### src/rtl/button_event_arbiter.sv
// Debounces N raw push buttons, queues one press per channel and serialises the
// presses onto a single valid/ready event port with a round-robin arbiter.
module button_event_arbiter #(
  parameter  int N         = 4,
  parameter  int DB_CYCLES = 4,
  localparam int IDW       = $clog2(N)
) (
  input  logic           clk,
  input  logic           rst_n,
  input  logic [N-1:0]   btn_in,
  output logic           evt_valid,
  input  logic           evt_ready,
  output logic [IDW-1:0] evt_id,
  output logic [N-1:0]   pending,
  output logic [N-1:0]   overrun,
  input  logic           clr_overrun
);

  localparam int             CW       = $clog2(DB_CYCLES + 1);
  localparam logic [CW-1:0]  CNT_LAST = CW'(DB_CYCLES - 1);
  localparam logic [IDW-1:0] PTR_INIT = IDW'(N - 1);

  logic [N-1:0]   sync1_r;
  logic [N-1:0]   sync2_r;
  logic [N-1:0]   db_r;
  logic [CW-1:0]  cnt_r [N];
  logic [IDW-1:0] ptr_r;

  logic [N-1:0]   rise_s;
  logic [N-1:0]   grant_s;
  logic           load_s;
  logic           found_s;
  logic [IDW-1:0] gnt_id_s;

  // Press = debounced level flipping 0->1 on this edge.
  always_comb begin
    rise_s = '0;
    for (int i = 0; i < N; i++) begin
      rise_s[i] = sync2_r[i] & ~db_r[i] & (cnt_r[i] == CNT_LAST);
    end
  end

  // Round-robin pick of the first pending channel after the last winner.
  always_comb begin
    logic [IDW-1:0] cand;
    cand     = '0;
    found_s  = 1'b0;
    gnt_id_s = '0;
    grant_s  = '0;
    load_s   = ~evt_valid | evt_ready;
    for (int k = 1; k <= N; k++) begin
      cand = IDW'((int'(ptr_r) + k) % N);
      if (!found_s && pending[cand]) begin
        found_s  = 1'b1;
        gnt_id_s = cand;
      end else begin
        found_s  = found_s;
      end
    end
    if (load_s && found_s) begin
      grant_s[gnt_id_s] = 1'b1;
    end else begin
      grant_s = '0;
    end
  end

  // Two-flop synchroniser and per-channel debounce counters.
  always_ff @(posedge clk) begin
    if (!rst_n) begin
      sync1_r <= '0;
      sync2_r <= '0;
      db_r    <= '0;
      for (int i = 0; i < N; i++) begin
        cnt_r[i] <= '0;
      end
    end else begin
      sync1_r <= btn_in;
      sync2_r <= sync1_r;
      for (int i = 0; i < N; i++) begin
        if (sync2_r[i] == db_r[i]) begin
          cnt_r[i] <= '0;
        end else if (cnt_r[i] == CNT_LAST) begin
          db_r[i]  <= sync2_r[i];
          cnt_r[i] <= '0;
        end else begin
          cnt_r[i] <= cnt_r[i] + CW'(1);
        end
      end
    end
  end

  // One-deep pending slot per channel; a fresh press beats its own grant.
  always_ff @(posedge clk) begin
    if (!rst_n) begin
      pending <= '0;
      overrun <= '0;
    end else begin
      for (int i = 0; i < N; i++) begin
        if (rise_s[i]) begin
          pending[i] <= 1'b1;
        end else if (grant_s[i]) begin
          pending[i] <= 1'b0;
        end else begin
          pending[i] <= pending[i];
        end
        if (rise_s[i] && pending[i] && !grant_s[i]) begin
          overrun[i] <= 1'b1;
        end else if (clr_overrun) begin
          overrun[i] <= 1'b0;
        end else begin
          overrun[i] <= overrun[i];
        end
      end
    end
  end

  // Output slot reloads only when empty or being accepted, so a stalled event stays stable.
  always_ff @(posedge clk) begin
    if (!rst_n) begin
      evt_valid <= 1'b0;
      evt_id    <= '0;
      ptr_r     <= PTR_INIT;
    end else if (load_s) begin
      if (found_s) begin
        evt_valid <= 1'b1;
        evt_id    <= gnt_id_s;
        ptr_r     <= gnt_id_s;
      end else begin
        evt_valid <= 1'b0;
      end
    end else begin
      evt_valid <= evt_valid;
    end
  end

endmodule

### config.mk
export PLATFORM = sky130hd
export DESIGN_NAME = button_event_arbiter
export DESIGN_NICKNAME = d
export VERILOG_FILES = /design/src/rtl/button_event_arbiter.sv
export SDC_FILE = /design/constraint.sdc
export NUM_CORES = 1
export LEC_CHECK = 0
export ABC_AREA = 1
export ABC_CLOCK_PERIOD_IN_PS = 2100
export CAP_MARGIN = 20
export CORE_AREA = 2 2 68 70
export DETAILED_ROUTE_END_ITERATION = 10
export DIE_AREA = 0 0 70 72
export PLACE_DENSITY = 0.65
export SLEW_MARGIN = 20
export SYNTH_ARGS = -nofsm -noshare
export SYNTH_HDL_FRONTEND = slang
export SYNTH_SLANG_ARGS = --single-unit
### constraint.sdc
create_clock -name clk -period 2.1 [get_ports clk]
set_clock_uncertainty 0.1 [all_clocks]
set_input_delay 0.42 -clock clk [delete_from_list [all_inputs] [get_ports clk]]
set_output_delay 0.42 -clock clk [all_outputs]
set_load 0.05 [all_outputs]
==> impl_metrics.tcl <==
set metrics [dict create \
    status "finished clean" \
    syn2layout_area_growth_pct 20.1 \
    antenna_found_initial 0 \
    die_w_um 70 \
    powerDensity_nw_per_um2 956 \
    ant_nets 0 \
    slowest_delay_ns 0.83 \
    p_sw_mw 0.847 \
    vias 1502 \
    nFillCells 411 \
    synthCells 234 \
    syn_avg_cell_area_um2 7.96 \
    pwr-share-clk_pct 22.6 \
    drive_gt1_share_pct 14.8 \
    firstDrtPassIters 4 \
    cts_tree "done" \
    htree_levels 2 \
    place.gp.congestion 0.792 \
    drt_wl_total_um 3310 \
    yosysSeqAreaShare_pct 46.2 \
    critPathTopFamily "buffers and inverters" \
    holdBufCountCts 0 \
    placeableCoreArea_um2 4260 \
    start_util_pct 43.7 \
    tightest_slew_ns 0.496 \
    finalHoldViolations 0 \
    drtIter0Drc 74 \
    finalNetCount 290 \
    synth-seq-cells 37 \
    io_pins 19 \
    dp_hpwl_um 2580 \
    grt_pass1_vias 1321 \
    drc 0 \
    cts_buffers 5 \
    reg2reg_from "ptr_r[0]$_SDFFE_PN1P_" \
    crit_chain "clkdlybuf4s50_1" \
    antennaDiodeCount 0 \
    vias_per_cell 4.65 \
    power.leakage_nw 1.06 \
    clockBufferDepth 2 \
    io_buffers 18 \
    overflow 0 \
    path_max_fanout 5 \
    holdCritPathClass "register to register" \
    rows 24 \
    swShare_pct 39.6 \
    ys_warn_count 0 \
    criticalPathCategory "register to output port" \
    tns_ns 0 \
    stdcell_count 323 \
    fin_crit_ns 2.04 \
    slew_headroom_pct 66.8 \
    p_int_mw 1.29 \
    worst_ep_arrival_time_ns 1.52 \
    p_seq_share_pct 39.1 \
    cts_sinks 37 \
    fmax_mhz 491 \
    setup.worst_path.start_class "register" \
    die_area_um2 5040 \
    path_clk_slew_ns 0.07 \
    crit_slowest_cell "clkdlybuf4s50_1" \
    drv_slew 0 \
    total_power_mw 2.14 \
    ctsResizeCount 0 \
    clk_latency_ns 0.29 \
    end_kind "output port" \
    routedWlPerCell_um 10.2 \
    setup_viol 0 \
    min_from "sync1_r[1]$_SDFF_PN0_" \
    root_buffer "clkbuf_8" \
    crit_start "pending[3]$_SDFFE_PN0P_" \
    grt_util_all_layers_pct 14.6 \
    place_ws_ns 0.349 \
    synthesis.area_um2 1860 \
    post_cts_buffers 0 \
    ir_worst_vdd_mv 0.617 \
    dp_cells 315 \
    critPathBufInv 1 \
    grt_max_degree 13 \
    cp.required_ns 1.58 \
    power_frac_comb_pct 38.2 \
    chipHeight_um 72 \
    timing.final.crit_share_pct 97.0 \
    finalWorstSetupSlack_ns 0.0638 \
    rsz0062_at_grt "false" \
    maxCapViolCount 0 \
    ys_types 23 \
    grt_pass1_wl_um 5680 \
]
[power by group through the flow]
| stage | Clock (mW) | Sequential (mW) | Combinational [mW] |
|---|---|---|---|
| detailed placement | 0 | 0.853 | 0.815 |
| global route | 0.542 | 0.843 | 0.904 |
| global placement | 0 | 0.851 | 0.826 |
| floorplan | 0 | 0.913 | 0.599 |
| CTS | 0.508 | 0.836 | 0.819 |
| finish | 0.484 | 0.837 | 0.818 |
[layer usage]
metal / track usage [%] / vias to the layer above / wire length [um] / share of wire (%)
met5: 0 / - / 0 / 0
met4: 8.97 / 0 / 89 / 2.7
met3: 4.44 / 6 / 111 / 3.4
met2: 22.4 / 23 / 1480 / 45
met1: 18.2 / 682 / 1630 / 49
li1: - / 791 / - / -
[layout by cell type (no fill, tap or decap)]
cell type / instances
inv_4: 1
nand2_1: 62
nand3_2: 3
dlymetal6s2s_1: 1
a21oi_1: 8
nand2_2: 8
buf_4: 6
nand3_1: 17
clkinv_2: 2
o211ai_1: 2
nand2_4: 1
nor2_4: 2
nand4_1: 1
clkinvlp_4: 1
edfxtp_1: 12
conb_1: 12
clkdlybuf4s50_1: 15
o21ai_0: 5
a21oi_2: 7
clkbuf_8: 5
nor2_1: 21
ha_1: 12
inv_2: 4
inv_1: 38
dfxtp_1: 25
[path summary, 6_finish.rpt]
kind,to,slack (ns),depth (start not counted)
setup / recovery,pending[3],0.06,1
hold / removal,sync2_r[1]$_SDFF_PN0_,0.31,2
setup reg to reg,overrun[3]$_SDFFE_PN0P_,0.38,12
hold reg to reg,sync2_r[1]$_SDFF_PN0_,0.31,2
[cell type report]
cell class,count,area [um2],area share (%)
flip-flops and latches,37,861,38.5
multi-input cells,161,853,38.1
repair buffers,22,208,9.28
inverters,43,164,7.33
clock buffers,5,68.8,3.08
well taps,52,65.1,2.91
clock inverters,3,17.5,0.783
[stage by stage]
| stage | area [um2] | util (%) | hold WS (ns) |
|---|---|---|---|
| 2_1_floorplan | 1900 | - | 0.290 |
| 6_report | 2240 | 52.5 | 0.315 |
| 3_5_place_dp | 2150 | 50.4 | 0.298 |
| 4_1_cts | 2230 | 52.4 | 0.316 |
| 5_1_grt | 2240 | 52.5 | 0.330 |
| 3_3_place_gp | 2150 | 50.4 | 0.294 |
[state kept, by name, summed over array words and instances (netlist names)]
name,count
sync2_r,4
ptr_r,2
overrun,4
db_r,4
cnt_r,12
evt_id,2
evt_valid,1
pending,4
sync1_r,4
[cells by family (layout without fill, tap and decap cells)]
logic type                 after synthesis  after routing  share of synthesized area [%]
and+or+nand+nor                        115            115                           27.7
other                                    1             12                          0.201
adders and majority gates               12             12                           8.06
buffers and inverters                   47             73                           10.2
DFF                                     37             37                           46.2
AOI/OAI and AO/OA                       22             22                           7.59
[synth_stat cells]
master	n	share of area (%)
nand3_2	3	1.6
inv_4	1	0.34
conb_1	1	0.20
a21oi_1	8	2.1
nand3_1	17	4.6
nand2_2	8	2.7
nor2_1	21	4.2
nand2_4	1	0.60
buf_4	1	0.40
inv_2	4	0.81
nor2_4	2	1.2
ha_1	12	8.1
o21ai_0	5	1.3
o211ai_1	2	0.81
nand4_1	1	0.34
dfxtp_1	25	27
inv_1	38	7.7
nand2_1	62	12
buf_6	1	0.60
buf_1	1	0.20
a21oi_2	7	3.3
edfxtp_1	12	19
clkbuf_1	1	0.20
Note: power is estimated with default switching activity, not from simulation.
